==> config.mk <==
export PLATFORM = sky130hd
export DESIGN_NAME = serial_alu_seq
export DESIGN_NICKNAME = d
export VERILOG_FILES = /design/src/rtl/serial_alu_pkg.sv /design/src/rtl/serial_alu_slice.sv /design/src/rtl/serial_alu_seq.sv
export SDC_FILE = /design/constraint.sdc
export NUM_CORES = 1
export LEC_CHECK = 0
export ABC_AREA = 1
export CORE_ASPECT_RATIO = 0.5
export CORE_MARGIN = 2
export CORE_UTILIZATION = 50
export CTS_CLUSTER_DIAMETER = 200
export DETAILED_ROUTE_END_ITERATION = 10
export HOLD_SLACK_MARGIN = 0.15
export PLACE_DENSITY = 0.74
export SLEW_MARGIN = 20
export SYNTH_ARGS = -nofsm -noshare
export SYNTH_HDL_FRONTEND = slang
export SYNTH_SLANG_ARGS = --single-unit
==> constraint.sdc <==
create_clock -name clk -period 1.7 [get_ports clk]
set_input_delay 0.34 -clock clk [delete_from_list [all_inputs] [get_ports clk]]
set_output_delay 0.34 -clock clk [all_outputs]
set_load 0.03 [all_outputs]
==> src/rtl/serial_alu_pkg.sv <==
// Shared definitions for the bit-serial ALU sequencer.
// Op encodings, FSM state type and default operand width.
package serial_alu_pkg;

    localparam int DEFAULT_WIDTH = 8;

    localparam logic [1:0] OP_NAND = 2'b00;
    localparam logic [1:0] OP_ADD  = 2'b01;
    localparam logic [1:0] OP_XOR  = 2'b10;
    localparam logic [1:0] OP_XNOR = 2'b11;

    typedef enum logic [1:0] {
        IDLE  = 2'd0,
        SHIFT = 2'd1,
        DONE  = 2'd2
    } state_t;

endpackage

==> src/rtl/serial_alu_slice.sv <==
// One-bit combinational ALU slice used by the serial sequencer.
// Carry only propagates for ADD; logic ops force carry_out low.
module serial_alu_slice
    import serial_alu_pkg::*;
(
    input  logic       a,
    input  logic       b,
    input  logic       carry_in,
    input  logic [1:0] op,
    output logic       y,
    output logic       carry_out
);

    // Per-bit function select
    always_comb begin
        y         = 1'b0;
        carry_out = 1'b0;
        case (op)
            OP_NAND: y = ~(a & b);
            OP_ADD: begin
                y         = a ^ b ^ carry_in;
                carry_out = (a & b) | ((a ^ b) & carry_in);
            end
            OP_XOR:  y = a ^ b;
            OP_XNOR: y = ~(a ^ b);
            default: y = 1'b0;
        endcase
    end

endmodule

==> src/rtl/serial_alu_seq.sv <==
// Bit-serial ALU: one operand bit per cycle, LSB first.
// Optional SERIAL_ALU_SEQ_SUB_EN adds a sub port turning ADD into A-B.
module serial_alu_seq
    import serial_alu_pkg::*;
#(
    parameter int WIDTH = DEFAULT_WIDTH
) (
    input  logic             clk,
    input  logic             rst,
    input  logic             start,
    input  logic [1:0]       op,
    input  logic [WIDTH-1:0] a_in,
    input  logic [WIDTH-1:0] b_in,
`ifdef SERIAL_ALU_SEQ_SUB_EN
    input  logic             sub,
`endif
    output logic             busy,
    output logic             done,
    output logic [WIDTH-1:0] result,
    output logic             cout,
    output logic             zero
);

    localparam int CW = $clog2(WIDTH) + 1;
    localparam logic [CW-1:0] LAST = CW'(WIDTH - 1);

    state_t state;
    state_t state_nx;

    logic [WIDTH-1:0] a_sr;
    logic [WIDTH-1:0] b_sr;
    logic [WIDTH-1:0] r_sr;
    logic [1:0]       op_q;
    logic             carry;
    logic [CW-1:0]    cnt;

    logic accept;
    logic last_bit;
    logic inv_b;
    logic seed;
    logic b_bit;
    logic y;
    logic c_nx;

    assign accept   = (state == IDLE) && start;
    assign last_bit = (cnt == LAST);
    assign busy     = (state == SHIFT);

`ifdef SERIAL_ALU_SEQ_SUB_EN
    logic sub_q;

    // Subtract = add with inverted B and carry seeded high
    assign inv_b = sub_q && (op_q == OP_ADD);
    assign seed  = sub && (op == OP_ADD);
`else
    assign inv_b = 1'b0;
    assign seed  = 1'b0;
`endif

    assign b_bit = b_sr[0] ^ inv_b;

    serial_alu_slice u_slice (
        .a         (a_sr[0]),
        .b         (b_bit),
        .carry_in  (carry),
        .op        (op_q),
        .y         (y),
        .carry_out (c_nx)
    );

    // FSM state register
    always_ff @(posedge clk) begin
        if (rst) begin
            state <= IDLE;
        end else begin
            state <= state_nx;
        end
    end

    // FSM next-state: DONE lasts one cycle, SHIFT lasts WIDTH cycles
    always_comb begin
        state_nx = state;
        unique case (state)
            IDLE:    if (start) state_nx = SHIFT;
            SHIFT:   if (last_bit) state_nx = DONE;
            DONE:    state_nx = IDLE;
            default: state_nx = IDLE;
        endcase
    end

`ifdef SERIAL_ALU_SEQ_SUB_EN
    // Subtract mode is latched together with the opcode
    always_ff @(posedge clk) begin
        if (rst) begin
            sub_q <= 1'b0;
        end else if (accept) begin
            sub_q <= sub;
        end
    end
`endif

    // Operand capture and serial datapath
    always_ff @(posedge clk) begin
        if (rst) begin
            a_sr  <= '0;
            b_sr  <= '0;
            r_sr  <= '0;
            op_q  <= OP_NAND;
            carry <= 1'b0;
            cnt   <= '0;
        end else if (accept) begin
            a_sr  <= a_in;
            b_sr  <= b_in;
            r_sr  <= '0;
            op_q  <= op;
            carry <= seed;
            cnt   <= '0;
        end else if (state == SHIFT) begin
            a_sr  <= {1'b0, a_sr[WIDTH-1:1]};
            b_sr  <= {1'b0, b_sr[WIDTH-1:1]};
            r_sr  <= {y, r_sr[WIDTH-1:1]};
            carry <= c_nx;
            cnt   <= cnt + 1'b1;
        end
    end

    // Publish result flags and the done pulse on leaving DONE
    always_ff @(posedge clk) begin
        if (rst) begin
            done   <= 1'b0;
            result <= '0;
            cout   <= 1'b0;
            zero   <= 1'b0;
        end else begin
            done <= (state == DONE);
            if (state == DONE) begin
                result <= r_sr;
                cout   <= carry;
                zero   <= (r_sr == '0);
            end
        end
    end

endmodule

# Word level (Yosys, flattened, before mapping)
# Cells that the tools add are included.
# word_totals
input_bits	21
out_inout_bits	12
register_bits	44
# op_classes
n_mux	9
n_eq_ne	8
add_sub_neg	1
n_bitwise	7
n_reduce_logical	7
# op_table
op	count
$mux W8	4
$logic_not A8 Y1	1
$eq A2 B2 Y1 const B	3
$add A4 B1 Y4 const B	1
$eq A2 B1 Y1 const B	2
$eq A4 B3 Y1 const B	1
$logic_not A2 Y1	2
$mux W2	2
$pmux W1 S4	1
$pmux W2 S2	1
$and A1 B1 Y1	2
$ne A2 B1 Y1 const B	1
$ne A2 B2 Y1 const B	1
$not A1 Y1	2
$reduce_and A2 Y1	1
$reduce_bool A2 Y1	1
$reduce_or A2 Y1	1
$xor A1 B1 Y1	2
$logic_and A1 B1 Y1	1
$mux W1	1
$or A1 B1 Y1	1

# Longest topological paths before layout
# depth
word_depth	4
depth_mapped	7
mapped_depth_nobuf	6

# Modules after synthesis
# Synthesis repeated with hierarchy kept, for this count alone.
# hier_totals
hier_cells	266
hier_area_um2	1930.6
# by_module_without_submodules
mod	cells_per_inst	seq_area_each_um2	instances	area_per_inst_um2
serial_alu_seq	252	880.8	1	1851.8
serial_alu_slice	14	0.0	1	78.8

# Worst setup path before layout
# OpenSTA, ideal clock, no wires.
# synth_timing
path_kind	register to register
from	register carry
to	register r_sr[7]
arrival_time_ns	1.147
required_time_ns	1.580
slack_ns	0.434
path_stages_with_launch	5
n_path_buf	0
setup_ns	0.120
path_cell_list	dfxtp_1 > fa_1 > or2_2 > nand3_1 > a21oi_1
# synth_between
elab_chain_len	2
# synth_lines
element	line_no	source
start, declared	serial_alu_seq.sv:34	logic carry;
start signal, assigned	serial_alu_seq.sv:122	carry <= c_nx;
$xor A1 B1 Y1	serial_alu_slice.sv:21	y = a ^ b ^ carry_in;
$pmux W1 S4	serial_alu_slice.sv:18	case (op)
end signal, assigned	serial_alu_seq.sv:121	r_sr <= {y, r_sr[WIDTH-1:1]};
end, declared	serial_alu_seq.sv:32	logic [WIDTH-1:0] r_sr;
# No other way between the ends.
# A chain may end at the register's enable or synchronous reset.

# Worst setup path in the final report
# layout_timing
from	register zero
to	output zero
# layout_rtl
element	line_no	source
start, declared	serial_alu_seq.sv:21	output logic zero
start signal, assigned	serial_alu_seq.sv:139	zero <= (r_sr == '0);
# No word-level cell between the ends.

==> impl_metrics.toml <==
[synthesis]
yosys-top-cells-area = "dfxtp_1 43%, nand2_1 13%, nor2_1 6.1%"
ys_seq_area_frac = 0.4338
yosys_warnings = 0
synth-seq-cells = 44
synthCells = 267
synth_cell_type_count = 28
syn_area_um2 = 2031
synth.top_cell.area_share = 0.4338
postSynthAreaPerCell_um2 = 7.606
synth_nets = 291
yosys.area.top_type = "dfxtp_1"

[timing]
hold_viol_final = 0
fmaxAchievable_mhz = 605.6
relSlewSlack = 0.7778
period_share = 0.9713
slew_violations = 0
setup_viol = 0
rsz0062_at_grt = "false"
fin_ws_ns = 0.04873
clock_skew_ns = 0.008064
setup_tns_ns = 0
period_needed_ns = 1.651
tightest_slew_ns = 0.3323

[critical_path]
cp_data_required_time_ns = 1.36
path_class = "register to output pin"
path_delay_family = "buffers and inverters"
crit_path_max_incr_delay_ns = 0.67
end_kind = "output pin"
crit_chain = "clkdlybuf4s50_1"
r2r-start = "a_sr[0]$_SDFFE_PP0P_"
slowest_stage = "clkdlybuf4s50_1"
reg2reg_slack_ns = 0.33
crit_fanout = 2
rr_worst_depth = 4
r2r_end = "r_sr[7]$_SDFFE_PP0P_"
worstSetupStartpointType = "register"
cp.arrival_ns = 1.31
cp.buffers_inverters = 1

[die]
rows = 16
fp.dieArea_um2 = 4618
start_util = 0.5202
die_w_um = 94.13
coreArea_um2 = 3904
ioPinCount = 33
die_y_um = 49.07

[global_routing]
grt_max_degree = 21
first_global_vias = 1827
grt-ovfl-total = 0
grt_util_all_layers = 0.2083
antenna_found_initial = 0
grt_pass1_wl_um = 7624

[final_layout]
syn2layout_area_growth_pct = 25.20
antenna_cells = 0
finish.instance_area_um2 = 2542
final_nets = 330
drive_gt1_frac = 0.1531
fillCellCount = 349

[placed_design]
gp_congestion = 0.8310
pre_cts_ws_ns = 0.06670
port_buffers = 32
place_area_um2 = 2429
hpwl_um = 3070

[worst_hold_path]
whs_path_depth = 2
hold_start = "a_sr[7]$_SDFFE_PP0P_"
holdPathEnd = "a_sr[7]$_SDFFE_PP0P_"
min_path_type = "register to register"

[status]
outcome = "completed"

[clocking]
cts_tree = "done"
htree_levels = 2
cts_buffer_depth = 2
clock_latency_ns = 0.29
cts.sinks = 44
clkTransAtPathRegs_ns = 0.07
numCtsBuffers = 5
cts-root-buf = "clkbuf_8"
hold_buffers = 0

[route]
vias_per_cell = 5.044
drc = 0
drt-initial-drc-count = 44
drtPass1Iterations = 4
postRouteAntennaNets = 0
wirelength_um = 4347
dr_total_vias = 1821
wire_per_inst_um = 12.04

[power_and_ir_drop]
power_density_nw_per_um2 = 818.7
p_leak_nw = 1.070
irDropWorstVdd_mv = 0.3743

[job]
cap_violations = 0
-- worst min-delay path: stages (launching register included) --
cell,delay [ns]
dfxtp_1,0.32
nand2_2,0.06
a21oi_1,0.05
-- Yosys cell counts (all sizes together) --
cell / number
nand2: 77
clkbuf: 3
nor3: 1
o21ai: 13
or2: 1
fa: 1
inv: 13
xor2: 1
buf: 12
ha: 2
nand3: 21
a21oi: 29
nand4: 1
dfxtp: 44
nand3b: 12
nor2: 36
-- cell families (layout without fill, tap and decap cells) --
| group | count (synthesis) | count (layout) | share of synthesized area |
|---|---|---|---|
| compound gates | 42 | 42 | 0.1257 |
| buf+inv | 28 | 68 | 0.07701 |
| fa+ha+maj | 3 | 3 | 0.02218 |
| simple gates | 149 | 149 | 0.3370 |
| xor+xnor | 1 | 1 | 0.004314 |
| flops | 44 | 44 | 0.4338 |
-- stage by stage --
stage | util | power, mW | hold slack [ns] | instances
finish | 0.6513 | 2.081 | 0.4771 | 361
global route | 0.6513 | 2.182 | 0.4893 | 361
CTS | 0.6458 | 2.092 | 0.4769 | 360
detailed placement | 0.6221 | 1.421 | 0.4636 | 352
global placement | 0.6221 | 1.412 | 0.4545 | 352
floorplan | - | 1.313 | 0.4447 | 267
-- metal layers --
layer | global-route usage | vias to the layer above | wire [um]
met5 | 0 | - | 0
met4 | 0.07005 | 0 | 59
met1 | 0.2544 | 835 | 2026
li1 | - | 940 | -
met3 | 0.05564 | 6 | 183
met2 | 0.3583 | 40 | 2078
-- flip-flops by register name (all words and copies together) (netlist names), 2 cells and up --
signal,count
op_q,2
cnt,4
state,2
b_sr,8
a_sr,8
r_sr,8
result,8
-- report_power, final --
group | total, mW | switching, mW | leakage [nW] | internal, mW
Sequential | 1.10 | 0.0285 | 0.359 | 1.07
Clock | 0.675 | 0.350 | 0.0510 | 0.325
Combinational | 0.309 | 0.163 | 0.660 | 0.146
Total | 2.08 | 0.541 | 1.07 | 1.54
-- worst max path at each step --
stage,start,end,slack (ns),cells after the start
after floorplan,carry$_SDFFE_PP0P_,r_sr[7]$_SDFFE_PP0P_,0.43,4
after global placement,start,b_sr[7]$_SDFFE_PP0P_,0.12,5
after detailed placement,start,b_sr[4]$_SDFFE_PP0P_,0.07,5
after CTS,result[7]$_SDFFE_PP0P_,result[7],0.02,1
after global routing,result[1]$_SDFFE_PP0P_,result[1],0.001,1
final,zero$_SDFFE_PP0P_,zero,0.05,1
-- final cells by class --
| type | instances | area [um2] | share of cell area |
|---|---|---|---|
| clock inverter | 2 | 10.01 | 0.003937 |
| timing repair buffer | 47 | 455.4 | 0.1791 |
| multi-input combinational | 195 | 993.5 | 0.3907 |
| tap | 54 | 67.56 | 0.02657 |
| inverter | 13 | 51.30 | 0.02018 |
| sequential | 44 | 882.1 | 0.3469 |
| clock buffer | 6 | 82.58 | 0.03248 |
-- cells in the final DEF (no fill, tap or decap), types with 2 or more instances in the layout --
cell / instances
nand2_2: 4
buf_4: 13
dfxtp_1: 43
a21oi_2: 9
inv_1: 11
clkdlybuf4s50_1: 29
nor2_4: 3
o21ai_0: 11
nand3b_1: 12
a21oi_1: 20
clkbuf_8: 6
ha_1: 2
dlymetal6s2s_1: 2
nand3_1: 21
nor2_1: 33
clkinv_2: 2
nand2_4: 2
nand2_1: 71
buf_6: 2
-- timing repair --
item                       CTS  global route
setup buffers                0             1
hold endpoints to repair     0             0
setup endpoints to repair    0             3
resized for setup            0             5
Note: power is estimated with default switching activity, not from simulation.
